`src/rtl/shift_reg_ctrl_pkg.sv`:
```
// Shared types for the shift-register command sequencer: opcodes, datapath modes, FSM states.
// Latency: n/a (types and helper only).
// Backpressure: n/a.
package shift_reg_ctrl_pkg;

    localparam int OP_W = 3;

    typedef enum logic [OP_W-1:0] {
        OP_LOAD = 3'd0,
        OP_SHL  = 3'd1,
        OP_SHR  = 3'd2,
        OP_ROL  = 3'd3,
        OP_ROR  = 3'd4
    } op_e;

    typedef enum logic [1:0] {
        SR_HOLD = 2'd0,
        SR_LOAD = 2'd1,
        SR_SHL  = 2'd2,
        SR_SHR  = 2'd3
    } sr_mode_e;

    typedef enum logic [1:0] {
        ST_IDLE = 2'd0,
        ST_EXEC = 2'd1,
        ST_RESP = 2'd2
    } state_e;

    // Opcodes 5..7 are reserved and answered with an error response.
    function automatic logic op_legal(input logic [OP_W-1:0] op);
        return (op <= OP_ROR);
    endfunction

endpackage

```
`src/rtl/shift_reg_ctrl.sv`:
```
// Command sequencer: runs LOAD/SHL/SHR/ROL/ROR on an external shift-register datapath, one step per cycle.
// Latency: response T+2 for LOAD, T+n+1 for shift/rotate by n>0, T+1 for amt=0 or illegal op.
// Backpressure: one command in flight; cmd_ready stays low until the response handshake completes.
//
// Ports:
//   clk, rst                         clock, async active-high reset
//   cmd_valid/cmd_ready              command handshake; cmd_op, cmd_amt, cmd_fill, cmd_data payload
//   rsp_valid/rsp_ready              response handshake; rsp_data (datapath value), rsp_err (illegal op)
//   sr_mode, sr_din, sr_sin          datapath controls
//   sr_dout                          registered datapath output
module shift_reg_ctrl
    import shift_reg_ctrl_pkg::*;
#(
    parameter int WIDTH = 4,
    parameter int AMT_W = 3
) (
    input  logic             clk,
    input  logic             rst,
    input  logic             cmd_valid,
    output logic             cmd_ready,
    input  logic [OP_W-1:0]  cmd_op,
    input  logic [AMT_W-1:0] cmd_amt,
    input  logic             cmd_fill,
    input  logic [WIDTH-1:0] cmd_data,
    output logic             rsp_valid,
    input  logic             rsp_ready,
    output logic [WIDTH-1:0] rsp_data,
    output logic             rsp_err,
    output logic [1:0]       sr_mode,
    output logic [WIDTH-1:0] sr_din,
    output logic             sr_sin,
    input  logic [WIDTH-1:0] sr_dout
);

    state_e           state;
    logic [OP_W-1:0]  op_q;
    logic [AMT_W-1:0] cnt;
    sr_mode_e         mode_q;
    logic [WIDTH-1:0] din_q;
    logic             sin_q;
    logic             rsp_valid_q;
    logic             err_q;
    logic             cmd_ready_q;

    always_ff @(posedge clk or posedge rst) begin
        if (rst) begin
            state       <= ST_IDLE;
            op_q        <= '0;
            cnt         <= '0;
            mode_q      <= SR_HOLD;
            din_q       <= '0;
            sin_q       <= 1'b0;
            rsp_valid_q <= 1'b0;
            err_q       <= 1'b0;
            cmd_ready_q <= 1'b1;
        end else begin
            case (state)
                ST_IDLE: begin
                    if (cmd_valid) begin
                        cmd_ready_q <= 1'b0;
                        op_q        <= cmd_op;
                        if (!op_legal(cmd_op)) begin
                            state       <= ST_RESP;
                            rsp_valid_q <= 1'b1;
                            err_q       <= 1'b1;
                        end else if (cmd_op == OP_LOAD) begin
                            state  <= ST_EXEC;
                            cnt    <= AMT_W'(1);
                            mode_q <= SR_LOAD;
                            din_q  <= cmd_data;
                        end else if (cmd_amt == '0) begin
                            state       <= ST_RESP;
                            rsp_valid_q <= 1'b1;
                        end else begin
                            state  <= ST_EXEC;
                            cnt    <= cmd_amt;
                            mode_q <= (cmd_op == OP_SHL || cmd_op == OP_ROL) ? SR_SHL : SR_SHR;
                            // Rotates take their serial bit from sr_dout instead.
                            sin_q  <= (cmd_op == OP_SHL || cmd_op == OP_SHR) ? cmd_fill : 1'b0;
                        end
                    end
                end
                ST_EXEC: begin
                    if (cnt == AMT_W'(1)) begin
                        state       <= ST_RESP;
                        mode_q      <= SR_HOLD;
                        din_q       <= '0;
                        sin_q       <= 1'b0;
                        rsp_valid_q <= 1'b1;
                    end else begin
                        cnt <= cnt - 1'b1;
                    end
                end
                ST_RESP: begin
                    if (rsp_ready) begin
                        state       <= ST_IDLE;
                        rsp_valid_q <= 1'b0;
                        err_q       <= 1'b0;
                        cmd_ready_q <= 1'b1;
                    end
                end
                default: state <= ST_IDLE;
            endcase
        end
    end

    // Rotate feedback must see the bit the datapath holds this cycle, so it
    // bypasses the register. Gated by state so reset drops it immediately.
    always_comb begin
        sr_sin = sin_q;
        if (state == ST_EXEC) begin
            if (op_q == OP_ROL)
                sr_sin = sr_dout[WIDTH-1];
            else if (op_q == OP_ROR)
                sr_sin = sr_dout[0];
        end
    end

    // The datapath is frozen in RESP, so its registered output is the result;
    // gating with the registered valid keeps rsp_data at 0 when idle.
    assign rsp_data  = rsp_valid_q ? sr_dout : '0;
    assign rsp_valid = rsp_valid_q;
    assign rsp_err   = err_q;
    assign cmd_ready = cmd_ready_q;
    assign sr_mode   = mode_q;
    assign sr_din    = din_q;

endmodule

```
`config.mk`:
```
export PLATFORM = sky130hd
export DESIGN_NAME = shift_reg_ctrl
export DESIGN_NICKNAME = d
export VERILOG_FILES = /design/src/rtl/shift_reg_ctrl_pkg.sv /design/src/rtl/shift_reg_ctrl.sv
export SDC_FILE = /design/constraint.sdc
export NUM_CORES = 1
export LEC_CHECK = 0
export CAP_MARGIN = 10
export CORE_MARGIN = 3
export CORE_UTILIZATION = 47
export CTS_CLUSTER_DIAMETER = 120
export CTS_CLUSTER_SIZE = 14
export DETAILED_ROUTE_END_ITERATION = 10
export GPL_ROUTABILITY_DRIVEN = 0
export PLACE_DENSITY = 0.78
export SETUP_SLACK_MARGIN = 0.2
export SYNTH_ARGS = -nofsm -noshare
export SYNTH_HDL_FRONTEND = slang
export SYNTH_SLANG_ARGS = --single-unit
```
`constraint.sdc`:
```
create_clock -name clk -period 1.8 [get_ports clk]
set_input_delay 0.36 -clock clk [delete_from_list [all_inputs] [get_ports clk]]
set_output_delay 0.36 -clock clk [all_outputs]
set_load 0.005 [all_outputs]
```
==> impl_results.md <==
- Cell Rows: 17
- Pin count of the biggest net entering global routing: 12
- EDFF count, synth: 0
- Num Clock Sinks: 18
- H-Tree Depth: 1
- Crit share post-route: 99.5%
- Setup TNS: 0 ps
- Total wire length: 4590 um
- Asr flop ratio synth: 100%
- Sequential share of the synthesized area: 37.5%
- Skew final: approximately 7.0 ps
- Syn Nets: 146
- Design area: between 0.002 and 0.0025 mm^2
- Synth Register Bits: 18
- Die width: roughly 57 um
- Die Y: 56.6 um
- Rel. slew slack: 74.6%
- Total track usage: roughly 27%
- Final hold vios: 0
- Starting density of the core: a little over 50%
- Layout Cells excl Fill: 219
- DR pass1 iterations: 4
- Unique cell type count in the Yosys netlist: 46
- DP Area: between 0.0015 and 0.002 mm^2
- FMAX: about 560 MHz
- PortBufs: 32
- YS warnings: 0
- Mapped cell area: 0.00120 mm^2
- Antenna violation net count after detailed routing: 0
- Worst-margin pin slew: 378 ps
- CTS Root Cell: clkbuf_4
- TritonCTS clock tree: done
- I/O Pins: 33
- Initial antenna violation count: 0
- Wire length per cell: 20.9 um
- Number of global-route vias before repair: ~1400
- Crit Path Category: reg -> out
- Min-Delay Path Class: in -> async
- Placed instance count: 199
- RSZ-0062 raised after global routing: yes
- Core Region: 0.00232 mm^2
- Hold_buf cts: 0
- Tmin final: 1790 ps
- Final setup vio count: 0
- Clock Pin Slew Worst Setup and Hold Paths: 110 ps
- Max-cap check violation count: 0
- Final HPWL DP: roughly 2600 um
- Synth Flop Type: dfrtp_1
- Clock buffer depth: 2
- Number of max-slew violations in the final report: 0
- Critical Path Source Type: flip-flop
- Vias per inst: just over 6
- Gate Count Post-Synth: 122
- Grt ovf: 0
- Critical path fanouts, max: 4
- Crit path capture type: output port
- Total CTS buffers: 3
- Leak: 0.000925 uW
- Antenna Cells: 0
- WP data arrival: 1430 ps
- Outcome: finished, final reports clean
- Area Overhead vs Synth: 73.1%
- CP Data Required Time: roughly 1400 ps
- Hold Slack: 311 ps
- Die area: approximately 0.0032 mm^2
- Post-route DRC: 0
- Worst VDD drop: 1.21 mV
- Syn avg cell area: 9.87 um^2
- Share of layout cells above drive strength 1: 50.3%
- Initial DRC count: 114
- Clk_lat worst skew: 310 ps
- First-pass GRT wire length: 6780 um
- Via count: 1360
- Pwr dens: between 1000 and 1500 mW/mm^2
- Final Net Count: 216
## registers in the layout, indices dropped and copies added, names as in the netlist
| name | cells |
|---|---|
| sin_q | 1 |
| sr_din | 4 |
| state | 2 |
| sr_mode | 2 |
| rsp_valid | 1 |
| cmd_ready | 1 |
| op_q | 3 |
| rsp_err | 1 |
| cnt | 3 |
## cells by family after synthesis
family	Yosys count	share of synthesized area (%)
flip-flops	18	37.5
adder cells (fa/ha/maj)	5	5.20
AO/OA/AOI/OAI	43	27.0
buffers and inverters	15	4.78
multiplexers	8	7.48
XOR/XNOR	1	0.728
AND/OR/NAND/NOR	32	17.3
## per-layer routing
| metal | share of wire, % | global-route usage [%] | up-vias |
|---|---|---|---|
| met5 | 0 | 0 | - |
| met4 | 3.4 | 12.5 | 0 |
| met3 | 7.9 | 3.91 | 16 |
| met2 | 52 | 47.7 | 89 |
| met1 | 37 | 32.8 | 660 |
| li1 | - | - | 595 |
## cells in the final DEF, fill, tap and decap left out, drive strengths merged, types with 3 or more instances in the layout
cell type,n
o21ai,7
buf,38
o22ai,5
dlygate4sd2,8
mux2i,3
nand2,5
a31o,4
nor2,3
o2111ai,3
mux2,5
and2,6
inv,11
a21boi,6
dfrtp,17
a21oi,8
nand2b,3
clkdlybuf4s50,17
ha,5
clkbuf,8
## through the flow
stage	worst slack, ps	utilization, %	total power (uW)
4_1_cts	-36.8	84.0	2710
5_1_grt	-38.6	89.9	3200
3_5_place_dp	-392	74.5	2140
2_1_floorplan	214	-	1510
3_3_place_gp	-307	74.5	2080
6_report	8.16	89.9	3040
## layout make-up
class | count | area, um^2
Clock buffer | 4 | 26.3
Fill cell | 105 | 235
Inverter | 11 | 41.3
Multi-Input combinational cell | 89 | 897
Sequential cell | 18 | 454
Tap cell | 28 | 35.0
Timing Repair Buffer | 69 | 629
## critical path, stage by stage, from the launching register on
cell	delay [ps]
dfrtp_2	460
nor4bb_4	280
a31oi_1	70
o21ai_1	170
buf_2	140
## cells in the mapped netlist, types with 4 or more instances
cell type | instances | area share [%]
a31o_2 | 4 | 2.9
mux2_2 | 4 | 3.7
a21oi_1 | 7 | 2.9
and2_1 | 6 | 3.1
a21boi_0 | 6 | 3.7
dfrtp_1 | 17 | 35
inv_1 | 11 | 3.4
ha_1 | 5 | 5.2
o22ai_1 | 4 | 2.1
o21ai_0 | 5 | 2.1
nand2_1 | 5 | 1.6
## repair_timing
action / in CTS / in global routing
pin swaps: 11 / 16
gates cloned: 0 / 0
setup endpoints to repair: 20 / 19
resized for setup: 49 / 39
setup buffers: 10 / 6
## power breakdown
part	leakage [uW]	internal, uW	switching, uW	total [uW]
logic	0.000699	1150	875	2030
registers	0.000211	598	187	784
clock network	0.0000150	86.6	148	234
## path summary, 6_finish.rpt
kind | start | endpoint | slack (ps) | depth (start not counted)
max in group asynchronous | rst | state[1] | 1100 | 3
worst max-delay path | op_q[0] | sr_sin | 8 | 4
worst max register to register | state[1] | sr_mode[0] | 30 | 8
worst min register to register | sin_q | sin_q | 570 | 1
worst min-delay path | rst | rsp_valid | 310 | 2
min in group clk | cmd_amt[2] | cnt[2] | 480 | 3
Power figures use the tool's default switching activity.
==> RTL edit, RTL diff (same settings) <==
Change the parameter `AMT_W` from 3 to 5.
--- a/src/rtl/shift_reg_ctrl.sv
+++ b/src/rtl/shift_reg_ctrl.sv
@@ -13,5 +13,5 @@
 #(
     parameter int WIDTH = 4,
-    parameter int AMT_W = 3
+    parameter int AMT_W = 5
 ) (
     input  logic             clk,
Interface: changed (resized cmd_amt); port bits go from 33 to 35. No check against the original RTL was run, so the function may have changed too.
==> RTL edit against the original RTL <==
The flow now finishes with violations (negative setup slack); wire length up 3.9%; final cell count grew 13%; clock skew is 0.0016 ns lower; synthesized area up 10%; combinational power grew 26%; count of clock-buffer cells in the layout stayed put; core utilization increased by 0.89 points; design area is 12% higher; global-route usage up 1.5 points; setup slack lost 0.13 ns; sequential power increased by 9.2%; sequential cell count increased by 2; power rose by 21%; critical endpoint is now sr_din[0]; largest power group unchanged.
==> RTL edit: results (changes against the original RTL) <==
metric;value;unit;change
Reg with most FFs;cnt;;
CP Max Fanout;4;;unchanged
final worst slack;-0.119;ns;was 0.00816 ns
share of post-route cells with drive strength above 1;0.463;;was 0.503
Post-DP Area;2000;um^2;was 1730 um^2
clock latency on the worst-skew pair;0.31;ns;about the same
CTS max path bufs;2;;unchanged
skew final;0.00540;ns;was 0.00697 ns
drt via density;6.02;;was 6.21
DRT Pass-1 Iters;4;;unchanged
syn_nets;160;;was 146
cells on worst reg2reg path;6;;was 8
DP Wirelength;2850;um;was 2630 um
Adder-Cell Fraction of Synth Area;0.0472;;was 0.0520
WL final;4770;um;was 4590 um
Largest register FFs;5;;was 4
most frequent cells after synthesis;dfrtp_1 (19), mux2_2 (12), inv_1 (11), nand2_1 (9);;was dfrtp_1 (17), inv_1 (11), a21oi_1 (7), a21boi_0 (6), and2_1 (6)
LEAKAGE;1.09;nW;was 0.925 nW
sequential fraction of the synthesis area;0.379;;was 0.375
setup TNS;-0.972;ns;was 0 ns
pin count of the biggest net entering global routing;21;;was 12
H-tree Lvls;1;;unchanged
# diodes;0;;unchanged
WP data arrival;2.13;ns;was 1.43 ns
Slew @ Worst Pin;0.403;ns;was 0.378 ns
failing checks;negative setup slack;;
yosys warns;0;;unchanged
fill cell count;101;;was 105
peak supply drop;1320;uV;was 1210 uV
ys async rst share;1.00;;unchanged
main area contributors after synthesis;dfrtp_1 (36%), mux2_2 (10%), ha_1 (4.7%), inv_1 (3.1%), a21oi_1 (2.6%);;was dfrtp_1 (35%), ha_1 (5.2%), a21boi_0 (3.7%), mux2_2 (3.7%), inv_1 (3.4%)
I/O Buffers;34;;was 32
DR iter-0 viols;117;;was 114
Post-Synth XOR/XNOR Area;0.00661;;was 0.00728
wire length of the first global-routing pass;7580;um;was 6780 um
vias in the first global route;1605;;was 1351
Tot GR Track Use;0.289;;was 0.274
pre-CTS setup slack;-0.468;ns;was -0.392 ns
clock root buffer master;clkbuf_4;;unchanged
status;finished with violations;;was finished, final reports clean
Netlist cell types;48;;was 46
nets;245;;was 216
final setup violation count;12;;was 0
total CTS buffers;3;;unchanged
HP Class;in -> async;;unchanged
top_reg_cell synth;dfrtp_1;;unchanged
clock transition at the registers of the reported paths;0.12;ns;
multiplexer area fraction after synthesis;0.110;;was 0.0748
initial antenna violation count;0;;unchanged
Compound-Gate Fraction of Synth Area;0.217;;was 0.270
[RTL edit: repair_timing]
action / CTS / global route
endpoints found under the setup margin: 22 / 21
pin swaps: 12 / 9
resized for setup: 45 / 21
buffers inserted: 8 / 5
[RTL edit: cell type report]
cell class,count,area [um^2],share of cell area
sequential,20,503,0.216
inverter,12,47.5,0.0204
clock buffer,4,36.3,0.0156
timing repair buffer,84,743,0.319
tap,30,37.5,0.0161
multi-input combinational,98,962,0.413
[RTL edit: metal layers]
metal / wire [um] / part of all wire / GRT usage
met1: 1930 / 0.41 / 0.341
met5: 0 / 0 / 0
met2: 2260 / 0.47 / 0.511
met3: 403 / 0.085 / 0.0392
met4: 175 / 0.037 / 0.142
[RTL edit: through the flow]
step,std cells,utilization
floorplan,134,-
global placement,231,0.779
detailed placement,231,0.779
CTS,243,0.867
global route,248,0.907
finish,248,0.907
[RTL edit: worst max-delay path, cell delays in order (launching register included)]
cell	delay (ns)
dfrtp_1	0.41
inv_2	0.08
ha_4	0.13
or4b_4	0.47
and2_4	0.18
a21oi_4	0.22
mux2_4	0.33
[RTL edit: final timing paths]
| kind | start | endpoint | slack (ns) |
|---|---|---|---|
| setup / recovery | cnt[1] | sr_din[0] | -0.12 |
| hold / removal | rst | sr_din[3] | 0.36 |
| setup reg to reg | cnt[1] | sr_din[0] | -0.12 |
| hold reg to reg | sr_din[2] | sr_din[2] | 0.54 |
| max in group asynchronous | rst | cmd_ready | 1.18 |
| min in group clk | cmd_op[1] | op_q[1] | 0.45 |
[RTL edit: where the power goes]
part           internal, mW  switching [mW]  total (mW)
clock                 0.124           0.149       0.273
sequential            0.676           0.180       0.856
combinational          1.44            1.13        2.56
total                  2.24            1.46        3.69
